`config.mk`:
```
export PLATFORM = sky130hd
export DESIGN_NAME = move_key_repeater_flat
export DESIGN_NICKNAME = d
export VERILOG_FILES = /design/src/rtl/move_key_repeater_if.sv /design/src/rtl/move_key_repeater.sv /design/src/flat_wrapper.sv
export SDC_FILE = /design/constraint.sdc
export NUM_CORES = 1
export LEC_CHECK = 0
export CAP_MARGIN = 30
export CELL_PAD_IN_SITES_DETAIL_PLACEMENT = 1
export CELL_PAD_IN_SITES_GLOBAL_PLACEMENT = 1
export CORE_MARGIN = 8
export CORE_UTILIZATION = 41
export DETAILED_ROUTE_END_ITERATION = 6
export MAX_ROUTING_LAYER = met4
export PLACE_DENSITY_LB_ADDON = 0.1
export RECOVER_POWER = 50
export SLEW_MARGIN = 20
export SYNTH_ARGS = -nofsm -noshare
export SYNTH_HDL_FRONTEND = slang
export SYNTH_SLANG_ARGS = --single-unit
```
`constraint.sdc`:
```
create_clock -name clk -period 3.02 [get_ports clk]
set_clock_uncertainty 0.1 [all_clocks]
set_input_delay 0.604 -clock clk [delete_from_list [all_inputs] [get_ports clk]]
set_output_delay 0.604 -clock clk [all_outputs]
set_load 0.01 [all_outputs]
```
`src/rtl/move_key_repeater_if.sv`:
```
// rtl/move_key_repeater_if.sv - key event input and movement pulse output bundle
interface move_key_repeater_if;
   logic       key_valid;
   logic [8:0] key_code;
   logic       key_make;
   logic       A_signal;
   logic       D_signal;
   logic       W_signal;
   logic       S_signal;
   logic [3:0] held;

   modport master (
      output key_valid, key_code, key_make,
      input  A_signal, D_signal, W_signal, S_signal, held
   );

   modport slave (
      input  key_valid, key_code, key_make,
      output A_signal, D_signal, W_signal, S_signal, held
   );
endinterface

```
`src/rtl/move_key_repeater.sv`:
```
// rtl/move_key_repeater.sv - held-key tracker emitting rate-limited A/D/W/S step pulses
module move_key_repeater #(
   parameter int REPEAT_DELAY  = 25_000_000,
   parameter int REPEAT_PERIOD = 1_000_000,
   parameter int CNT_W         = 25
) (
   input logic clk,
   input logic rst,
   move_key_repeater_if.slave bus
);
   localparam logic [1:0] IDLE   = 2'd0;
   localparam logic [1:0] DELAY  = 2'd1;
   localparam logic [1:0] REPEAT = 2'd2;

   logic [1:0]       state, state_nx;
   logic [CNT_W-1:0] cnt, cnt_nx;
   logic [3:0]       held, held_nx;
   logic [3:0]       pulse, pulse_nx;
   logic [3:0]       key_mask;
   logic             press;
   logic             expire;

   function automatic logic [3:0] pick(input logic [3:0] h);
      if (h[3])      return 4'b1000;
      else if (h[2]) return 4'b0100;
      else if (h[1]) return 4'b0010;
      else if (h[0]) return 4'b0001;
      else           return 4'b0000;
   endfunction

   // Bit order {A,D,W,S}; codes with the extended bit set fall through to zero.
   always_comb begin
      key_mask = 4'b0000;
      case (bus.key_code)
         9'h01C:  key_mask = 4'b1000;
         9'h023:  key_mask = 4'b0100;
         9'h01D:  key_mask = 4'b0010;
         9'h01B:  key_mask = 4'b0001;
         default: key_mask = 4'b0000;
      endcase
   end

   always_comb begin
      held_nx  = held;
      state_nx = state;
      cnt_nx   = cnt;
      pulse_nx = 4'b0000;
      press    = 1'b0;
      expire   = ((state == DELAY)  && (cnt == CNT_W'(REPEAT_DELAY - 1))) ||
                 ((state == REPEAT) && (cnt == CNT_W'(REPEAT_PERIOD - 1)));

      if (bus.key_valid && (key_mask != 4'b0000)) begin
         if (bus.key_make) begin
            press   = ((held & key_mask) == 4'b0000);
            held_nx = held | key_mask;
         end else begin
            held_nx = held & ~key_mask;
         end
      end

      // A fresh press outranks expiry; a final release outranks expiry.
      if (press) begin
         pulse_nx = pick(held_nx);
         cnt_nx   = '0;
         state_nx = DELAY;
      end else if (held_nx == 4'b0000) begin
         cnt_nx   = '0;
         state_nx = IDLE;
      end else if (expire) begin
         pulse_nx = pick(held_nx);
         cnt_nx   = '0;
         state_nx = REPEAT;
      end else if (state != IDLE) begin
         cnt_nx   = cnt + CNT_W'(1);
      end
   end

   always_ff @(posedge clk or posedge rst) begin
      if (rst) begin
         state <= IDLE;
         cnt   <= '0;
         held  <= 4'b0000;
         pulse <= 4'b0000;
      end else begin
         state <= state_nx;
         cnt   <= cnt_nx;
         held  <= held_nx;
         pulse <= pulse_nx;
      end
   end

   assign bus.A_signal = pulse[3];
   assign bus.D_signal = pulse[2];
   assign bus.W_signal = pulse[1];
   assign bus.S_signal = pulse[0];
   assign bus.held     = held;
endmodule

```
`src/flat_wrapper.sv`:
```
// flat-port wrapper written by rule: the top's interface ports become plain ports
module move_key_repeater_flat 
#(
   parameter int REPEAT_DELAY  = 25_000_000,
   parameter int REPEAT_PERIOD = 1_000_000,
   parameter int CNT_W         = 25
)
  (clk, rst, bus_key_valid, bus_key_code, bus_key_make, bus_A_signal, bus_D_signal, bus_W_signal, bus_S_signal, bus_held);
  move_key_repeater_if bus_i ();
  input logic clk;
  input logic rst;
  input wire logic [$bits(bus_i.key_valid)-1:0] bus_key_valid;
  input wire logic [$bits(bus_i.key_code)-1:0] bus_key_code;
  input wire logic [$bits(bus_i.key_make)-1:0] bus_key_make;
  output wire logic [$bits(bus_i.A_signal)-1:0] bus_A_signal;
  output wire logic [$bits(bus_i.D_signal)-1:0] bus_D_signal;
  output wire logic [$bits(bus_i.W_signal)-1:0] bus_W_signal;
  output wire logic [$bits(bus_i.S_signal)-1:0] bus_S_signal;
  output wire logic [$bits(bus_i.held)-1:0] bus_held;
  assign bus_i.key_valid = bus_key_valid;
  assign bus_i.key_code = bus_key_code;
  assign bus_i.key_make = bus_key_make;
  assign bus_A_signal = bus_i.A_signal;
  assign bus_D_signal = bus_i.D_signal;
  assign bus_W_signal = bus_i.W_signal;
  assign bus_S_signal = bus_i.S_signal;
  assign bus_held = bus_i.held;
  move_key_repeater #(.REPEAT_DELAY(REPEAT_DELAY), .REPEAT_PERIOD(REPEAT_PERIOD), .CNT_W(CNT_W)) u_core (.clk(clk), .rst(rst), .bus(bus_i));
endmodule
```
==> impl_metrics.csv, run 1 <==
group,metric,value,unit
status,outcome,"completed",
floorplanning,core,4750,sq um
power,p_leak,1.14,nW
yosys,synth_edf_count,0,
flow_run,max_cap_violations,0,
floorplanning,die_height,86.5,um
detailed_routing,drc,0,
detailed_routing,vias,1953,
cts,clockRootBuffer,"clkbuf_8",
cts,htree_levels,2,
worst_setup_path,cp-start-kind,"input port",
sta,tns,0,ns
yosys,syn_area,2040,sq um
final_layout,fill_cells,550,
yosys,syn_area_per_cell,9.44,sq um
detailed_routing,dr_wl_met3,244,um
worst_setup_path,ff2ff_path_depth,7,
cts,clock_path_buffers,2,
floorplanning,start_util,42.9,%
sta,drv_slew,0,
worst_setup_path,crit_slowest_cell,"or4b_4",
yosys,ys_ff_latch,35,
worst_setup_path,worstPathRequired,3.13,ns
global_route,grt_pass1_vias,2049,
power,power_frac_clock,40.9,%
global_route,overflow,0,
floorplanning,dieWidth,86.5,um
worst_setup_path,crit_fanout,5,
sta,relSlewSlack,38.9,%
sta,final-setup-viol-count,0,
hold_path,min_path_type,"reg2reg",
placement,portBuffers,20,
global_route,track_usage,17.6,%
yosys,synth_ff_type,"dfrtp_1",
power,total_power,0.992,mW
sta,hold_slack,0.445,ns
hold_path,min_path_cells,2,
worst_setup_path,end_kind,"register",
worst_setup_path,reg2reg_from,"u_core.cnt[20]",
power,ir_drop,0.000181,V
floorplanning,fp.dieArea,7480,sq um
sta,fin_crit_sh,98.4,%
worst_setup_path,crit_cells,10,
placement,gp_congestion,0.877,
floorplanning,ios,21,
yosys,synth_nets,230,
cts,cts_sinks,35,
final_layout,drive_gt1_share,30.0,%
power,pwr_density_cell,355,nW/um^2
yosys,synth_top_area_share,43.0,%
final_layout,area_delta_synth_final,37.0,%
yosys,synth.most_common_cell,"dfrtp_1",
power,p_comb_share,11.6,%
yosys,ys_top_cells_by_area,"dfrtp_1 (43%), or3_1 (4.0%), a21oi_1 (3.9%), nor2_1 (3.5%), xor2_1 (3.0%)",
sta,fmax,0.337,GHz
power,p_seq_share,47.5,%
detailed_routing,routed_wire_length_per_instance,18.3,um
worst_setup_path,cp_num_buf_inv,3,
global_route,grt_pass1_wl,10200,um
detailed_routing,drt-met1-wl,2790,um
sta,rsz0062_at_grt,"yes",
detailed_routing,drtAntennaViolNets,0,
sta,worst_slew_pin_slew,0.916,ns
placement,dp_hpwl,4320,um
detailed_routing,met2_length,3230,um
worst_setup_path,crit_path_max_incr_delay,0.56,ns
global_route,antenna_found_initial,0,
cts,ctsHoldBuffers,0,
yosys,synthTopCellsByCount,"dfrtp_1 (35), nor2_1 (19), a21oi_1 (16), nand2_1 (15), or3_1 (13)",
final_layout,final_cells,344,
detailed_routing,wirelength,6310,um
yosys,ys_seq_area_share,43.0,%
detailed_routing,drtIter0Drc,88,
worst_setup_path,crit_family,"simple AND/OR/NAND/NOR gates",
yosys,ys_warn_count,0,
power,intPower,0.764,mW
hold_path,min_from,"u_core.cnt[4]",
cts,cts_inserted_buffers,5,
final_layout,antenna_cells,0,
floorplanning,placement_rows,25,
worst_setup_path,crit_type,"in2reg",
power,switching_power,0.229,mW
worst_setup_path,cp_common_cell,"buf_6",
cts,clk-insertion-delay-late,0.28,ns
worst_setup_path,critPathArrivalTime,3.08,ns
placement,placed_cells,323,
final_layout,fin_nets,291,
yosys,synth_top_area_cell,"dfrtp_1",
detailed_routing,dr.max_layer_used,"met4",
cts,cts_tree,"yes",
yosys,async_flop_share,100,%
global_route,grt_max_degree,36,
worst_setup_path,crit_start,"bus_key_code[5]",
yosys,ys_types,54,
detailed_routing,dr.pass1.iters,4,
cts,clk_pin_slew,0.07,ns
power,p_sw_share,23.0,%
worst_setup_path,path_cells,"dlygate4sd2_1 -> or4b_4 -> nor4_4 -> mux2_4 -> a211oi_4 -> buf_6 -> o211ai_4 -> buf_6 -> or3_4 -> a21oi_2",
sta,hold_violations,0,
sta,finalCriticalPeriod,2.97,ns
detailed_routing,via_per_inst,5.68,
yosys,syn_inst,216,
==> layout by cell type (no fill, tap or decap), types with 4 or more instances in the layout <==
cell / Yosys / layout
dfrtp_1: 35 / 35
buf_4: 0 / 34
nor2_1: 19 / 19
nand2_1: 15 / 15
or3_1: 13 / 11
a21oi_1: 16 / 10
inv_1: 10 / 9
nand3_1: 8 / 8
o21ai_1: 8 / 8
o21ai_0: 8 / 8
clkdlybuf4s50_1: 0 / 8
xor2_1: 7 / 7
a21oi_2: 1 / 7
nor4_1: 8 / 6
and3_1: 5 / 5
clkbuf_8: 0 / 5
and2_1: 4 / 4
dlygate4sd3_1: 0 / 4
clkbuf_2: 0 / 4
dlygate4sd2_1: 0 / 4
==> stage by stage <==
| step | area, sq um | utilization [%] | setup slack, ns |
|---|---|---|---|
| 2_1_floorplan | 2060 | - | -0.000190 |
| 3_3_place_gp | 2520 | 53.0 | -0.502 |
| 3_5_place_dp | 2520 | 53.0 | -0.587 |
| 4_1_cts | 2740 | 57.5 | 0.00362 |
| 5_1_grt | 2790 | 58.7 | -0.0284 |
| 6_report | 2790 | 58.7 | 0.0495 |
==> layout make-up <==
cell class	count	area [sq um]	area share, %
Multi-Input combinational cell	167	1210	43.3
Sequential cell	35	876	31.4
Clock inverter	1	30.0	1.08
Tap cell	67	83.8	3.00
Clock buffer	6	72.6	2.60
Inverter	10	37.5	1.34
Timing Repair Buffer	58	483	17.3
==> worst min-delay path, stage by stage, from the launching register on <==
cell	delay (ns)
dfrtp_1	0.36
xor2_1	0.07
nor2_1	0.08
==> what timing repair did <==
| action | 4_1_cts | 5_1_grt |
|---|---|---|
| pin swaps | 9 | 9 |
| hold endpoints to repair | 0 | 0 |
| endpoints found under the setup margin | 23 | 9 |
| cloned | 2 | 0 |
| resized for setup | 17 | 16 |
| buffers inserted | 7 | 6 |
==> flip-flops by register name (all words and copies together), names as in the netlist <==
register / flops
u_core.state: 2
u_core.bus.held: 4
u_core.cnt: 25
u_core.pulse: 4
==> power groups by stage <==
stage / sequential, mW / combinational, mW / clock [mW]
global placement: 0.481 / 0.100 / 0
finish: 0.472 / 0.115 / 0.406
global route: 0.472 / 0.125 / 0.431
detailed placement: 0.481 / 0.104 / 0
CTS: 0.472 / 0.114 / 0.419
floorplan: 0.481 / 0.0493 / 0
==> path summary, 6_finish.rpt <==
| kind | endpoint | slack (ns) |
|---|---|---|
| setup / recovery | u_core.cnt[21] | 0.05 |
| hold / removal | u_core.cnt[4] | 0.44 |
| setup reg to reg | u_core.pulse[0] | 0.55 |
| hold reg to reg | u_core.cnt[4] | 0.44 |
| max in group asynchronous | u_core.cnt[7] | 1.30 |
| min in group asynchronous | u_core.state[0] | 0.94 |
==> cells by family (layout without fill, tap and decap cells) <==
family / after synthesis / count (layout) / synth area share (%)
AO/OA/AOI/OAI: 50 / 52 / 17.9
XOR/XNOR: 8 / 8 / 3.44
adder cells (fa/ha/maj): 1 / 1 / 0.614
buffers and inverters: 16 / 75 / 3.50
flip-flops: 35 / 35 / 43.0
multiplexers: 4 / 4 / 2.09
AND/OR/NAND/NOR: 102 / 102 / 29.5
==> per-layer routing <==
| layer | vias up | track usage, % |
|---|---|---|
| met5 | - | - |
| met4 | 0 | 3.29 |
| met3 | 6 | 3.50 |
| met2 | 38 | 30.7 |
| met1 | 992 | 20.6 |
| li1 | 917 | - |
(Power assumes the default switching activity.)
==> run 2: changes to the inputs <==
Settings changed: CELL_PAD_IN_SITES_DETAIL_PLACEMENT 1 to unset, CELL_PAD_IN_SITES_GLOBAL_PLACEMENT 1 to unset, PLACE_DENSITY_LB_ADDON 0.1 to unset.
==> impl_metrics.csv, run 2 (same netlist as run 1, synthesis figures left out) <==
group,metric,value,unit
sta,worst_slew_pin_slew,0.878,ns
worst_setup_path,crit_fanout,7,
final_layout,layout_common_cells,"dfrtp_1 (35), buf_4 (28), nor2_1 (19), nand2_1 (15), a21oi_1 (14)",
final_layout,drive_gt1_share,27.6,%
floorplanning,fp.dieArea,7480,sq um
final_layout,final_cells,339,
floorplanning,ios,21,
worst_setup_path,crit_slowest_cell,"or4bb_4",
floorplanning,dieWidth,86.5,um
floorplanning,die_height,86.5,um
placement,portBuffers,20,
worst_setup_path,path_cells,"clkbuf_2 -> or4bb_4 -> nor4_4 -> mux2_4 -> a211oi_4 -> o211ai_4 -> buf_6 -> or3_1 -> a21oi_1",
final_layout,top_regs,"u_core.cnt (25), u_core.bus.held (4), u_core.pulse (4)",
global_route,overflow,0,
floorplanning,placement_rows,25,
detailed_routing,met2_length,2470,um
placement,gp_congestion,0.787,
detailed_routing,dr.max_layer_used,"met4",
worst_setup_path,cp-start-kind,"input port",
sta,hold_violations,0,
sta,relSlewSlack,41.5,%
detailed_routing,dr_wl_met3,120,um
worst_setup_path,crit_start,"bus_key_code[1]",
global_route,track_usage,14.7,%
global_route,antenna_found_initial,0,
flow_run,max_cap_violations,0,
power,pwr_density_cell,350,nW/um^2
cts,clk_pin_slew,0.07,ns
detailed_routing,via_per_inst,5.34,
worst_setup_path,end_kind,"register",
cts,cts_inserted_buffers,5,
cts,cts_sinks,35,
cts,clockRootBuffer,"clkbuf_8",
worst_setup_path,crit_family,"simple AND/OR/NAND/NOR gates",
global_route,grt_max_degree,36,
sta,rsz0062_at_grt,"no",
detailed_routing,drtIter0Drc,108,
worst_setup_path,worstPathRequired,3.12,ns
detailed_routing,routed_wire_length_per_instance,15.2,um
detailed_routing,vias,1809,
global_route,grt_pass1_vias,1789,
sta,drv_slew,0,
placement,pre_cts_ws,-0.515,ns
placement,placed_cells,322,
worst_setup_path,crit_type,"in2reg",
sta,final-setup-viol-count,0,
placement,dp_hpwl,3660,um
power,p_leak,1.12,nW
final_layout,layout_commonest_cell,"dfrtp_1",
final_layout,stdcell_area,2720,sq um
sta,finalCriticalPeriod,2.94,ns
worst_setup_path,critPathArrivalTime,3.04,ns
power,ir_drop,0.000295,V
final_layout,regMostFlops,"u_core.cnt",
detailed_routing,wirelength,5150,um
sta,hold_slack,0.436,ns
detailed_routing,dr.pass1.iters,4,
hold_path,min_path_type,"reg2reg",
detailed_routing,drc,0,
worst_setup_path,reg2reg_from,"u_core.cnt[20]",
hold_path,min_from,"u_core.state[0]",
sta,fin_crit_sh,97.3,%
final_layout,area_delta_synth_final,33.3,%
cts,clock_path_buffers,2,
status,outcome,"completed",
final_layout,fin_nets,285,
final_layout,antenna_cells,0,
placement,place_area,2500,sq um
final_layout,largest_register_ffs,25,
cts,htree_levels,2,
worst_setup_path,cp_num_buf_inv,2,
sta,timing.final.ws_setup,0.0825,ns
global_route,grt_pass1_wl,8660,um
cts,clk-insertion-delay-late,0.28,ns
cts,cts_tree,"yes",
floorplanning,core,4750,sq um
sta,fmax,0.340,GHz
detailed_routing,drtAntennaViolNets,0,
floorplanning,start_util,42.9,%
detailed_routing,drt-met1-wl,2540,um
worst_setup_path,crit_path_max_incr_delay,0.55,ns
==> run 2: path summary, 6_finish.rpt <==
path	to	slack, ns	cells after the start
setup / recovery	u_core.cnt[7]	0.08	9
hold / removal	u_core.state[0]	0.44	2
setup reg to reg	u_core.pulse[0]	0.65	7
hold reg to reg	u_core.state[0]	0.44	2
max in group asynchronous	u_core.cnt[3]	1.35	3
min in group asynchronous	u_core.cnt[12]	0.92	3
==> run 2: what timing repair did <==
action | CTS | global route
hold buffers | 0 | 0
setup endpoints to repair | 23 | 5
setup buffers | 8 | 1
pin swaps | 11 | 9
resized for setup | 20 | 19
hold endpoints to repair | 0 | 0
==> run 2: layout make-up <==
| cell class | count | area, sq um |
|---|---|---|
| Tap cell | 67 | 83.8 |
| Clock buffer | 8 | 100 |
| Sequential cell | 35 | 876 |
| Timing Repair Buffer | 54 | 453 |
| Fill cell | 456 | 2040 |
| Multi-Input combinational cell | 165 | 1170 |
| Inverter | 10 | 37.5 |
==> run 2: routing by layer <==
metal	GRT usage, %	up-vias
met2	23.0	15
met5	-	-
li1	-	900
met4	3.60	0
met1	19.3	892
met3	2.55	2
==> run 2: per-stage QoR <==
stage               utilization (%)  total power, mW  setup TNS [ns]
floorplan                         -            0.530       -0.000190
global placement               52.6            0.582           -9.01
detailed placement             52.6            0.582           -9.84
CTS                            56.9            0.961               0
global route                   57.2            0.992               0
finish                         57.2            0.951               0
==> run 2: worst min-delay path, cell delays in order, from the launching register on <==
cell	delay (ns)
dfrtp_1	0.39
nand2_1	0.06
nand2_1	0.05
==> run 2: power breakdown <==
group / internal [mW] / total, mW / leakage [nW] / switching (mW)
logic: 0.0471 / 0.104 / 0.578 / 0.0573
registers: 0.470 / 0.472 / 0.489 / 0.00189
clock network: 0.208 / 0.374 / 0.0515 / 0.166
==> run 3: changes to the inputs <==
Settings changed: DONT_BUFFER_PORTS set to 1.
Clock period 3.02 ns to 2.55 ns, I/O delays scaled along.
==> impl_metrics.csv, run 3 (same netlist as run 1, synthesis figures left out) <==
group,metric,value,unit
placement,gp_congestion,0.810,
power,p_sw_share,24.5,%
sta,final-setup-viol-count,4,
sta,timing.final.ws_setup,-0.0272,ns
sta,hold_slack,0.343,ns
global_route,grt_pass1_vias,1591,
cts,cts_sinks,35,
cts,htree_levels,2,
cts,clockRootBuffer,"clkbuf_8",
final_layout,top_regs,"u_core.cnt (25), u_core.bus.held (4), u_core.pulse (4)",
worst_setup_path,crit_type,"in2reg",
power,p_comb_share,8.9,%
power,switching_power,0.253,mW
detailed_routing,drc,0,
sta,drv_slew,36,
global_route,top_usage_layer,"met2",
power,power_frac_clock,36.9,%
cts,cts_tree,"yes",
detailed_routing,dr.pass1.iters,4,
final_layout,drive_gt1_share,24.7,%
sta,hold_violations,0,
detailed_routing,drtIter0Drc,68,
global_route,grt_pass1_wl,7460,um
worst_setup_path,critPathArrivalTime,2.70,ns
placement,placed_cells,296,
final_layout,area_delta_synth_final,19.4,%
global_route,track_usage,12.7,%
power,ir_drop,0.000313,V
power,p_leak,0.961,nW
detailed_routing,vias,1644,
detailed_routing,via_per_inst,5.37,
sta,rsz0062_at_grt,"yes",
worst_setup_path,worstPathRequired,2.67,ns
placement,portBuffers,0,
floorplanning,placement_rows,25,
floorplanning,core,4750,sq um
final_layout,final_cells,306,
hold_path,min_path_type,"in2reg",
sta,fin_crit_sh,101,%
global_route,met2_usage,19.1,%
detailed_routing,wirelength,4300,um
worst_setup_path,cp-start-kind,"input port",
sta,finalCriticalPeriod,2.58,ns
cts,ctsHoldBuffers,0,
cts,clock_path_buffers,2,
final_layout,fin_nets,252,
power,intPower,0.780,mW
final_layout,layout_common_cells,"dfrtp_1 (35), nor2_1 (19), buf_4 (16), nand2_1 (15), a21oi_1 (12)",
detailed_routing,routed_wire_length_per_instance,14.0,um
worst_setup_path,end_kind,"register",
sta,relSlewSlack,-27.7,%
power,pwr_density_cell,424,nW/um^2
power,total_power,1.03,mW
status,violations,"max-capacitance violations, max-slew violations, negative setup slack",
final_layout,largest_register_ffs,25,
final_layout,regMostFlops,"u_core.cnt",
floorplanning,dieWidth,86.5,um
sta,fmax,0.388,GHz
floorplanning,start_util,42.9,%
flow_run,max_cap_violations,1,
placement,dp_hpwl,3160,um
global_route,overflow,0,
detailed_routing,drtAntennaViolNets,0,
global_route,antenna_found_initial,0,
global_route,grt_max_degree,36,
global_route,met1_usage,15.5,%
cts,clk_pin_slew,0.07,ns
cts,cts_inserted_buffers,5,
power,p_seq_share,54.2,%
global_route,grt_use_met3,3.97,%
final_layout,layout_commonest_cell,"dfrtp_1",
floorplanning,fp.dieArea,7480,sq um
status,outcome,"finished with violations",
cts,clk-insertion-delay-late,0.28,ns
sta,worst_slew_pin_slew,1.92,ns
worst_setup_path,crit_fanout,3,
floorplanning,ios,21,
floorplanning,die_height,86.5,um
placement,pre_cts_ws,-0.445,ns
final_layout,antenna_cells,0,
run 3: path summary, 6_finish.rpt:
path / startpoint / end / slack [ns] / cells after the start
max: bus_key_code[8] / u_core.cnt[16] / -0.03 / 8
min: bus_key_make / u_core.bus.held[3] / 0.34 / 2
max reg2reg: u_core.cnt[20] / u_core.pulse[0] / 0.22 / 7
min reg2reg: u_core.state[0] / u_core.state[0] / 0.44 / 2
max in group asynchronous: rst / u_core.cnt[20] / 0.55 / 2
min in group asynchronous: rst / u_core.cnt[13] / 0.70 / 2
run 3: area by class of cell:
| cell class | count | area [sq um] |
|---|---|---|
| clock inverter | 3 | 15.0 |
| timing repair buffer | 21 | 186 |
| multi-input combinational | 165 | 1170 |
| tap | 67 | 83.8 |
| fill | 477 | 2320 |
| inverter | 10 | 37.5 |
| clock buffer | 5 | 68.8 |
| sequential | 35 | 876 |
run 3: timing repair:
| action | in CTS | in global routing |
|---|---|---|
| pin swaps | 3 | 0 |
| setup buffers | 1 | 1 |
| setup endpoints to repair | 20 | 17 |
| gates resized for setup | 4 | 9 |
run 3: metrics by stage:
stage	utilization [%]	TNS, ns	instance area, sq um
floorplan	-	-3.62	2080
global placement	47.9	-7.94	2280
detailed placement	47.9	-9.00	2280
CTS	50.3	-0.0773	2390
global route	51.2	-1.07	2430
finish	51.2	-0.0593	2430
run 3: worst max-delay path, cell delays in order:
cell and delay, ns:
or4bb_4 0.54, nor4_4 0.23, mux2_4 0.35, a211oi_4 0.26
buf_4 0.18, nor2_4 0.03, or4b_4 0.47, a21oi_2 0.12
run 3: power by group through the flow:
stage               clock, mW  sequential (mW)  combinational, mW
detailed placement          0            0.570             0.0888
floorplan                   0            0.570             0.0634
global route            0.419            0.560              0.101
finish                  0.381            0.560             0.0920
CTS                     0.402            0.560             0.0921
global placement            0            0.570             0.0885
run 3: routing by layer:
metal / vias to the layer above / routed length, um
met1: 766 / 2060
met3: 5 / 267
met2: 34 / 1920
met5: - / 0
met4: 0 / 48
li1: 839 / -
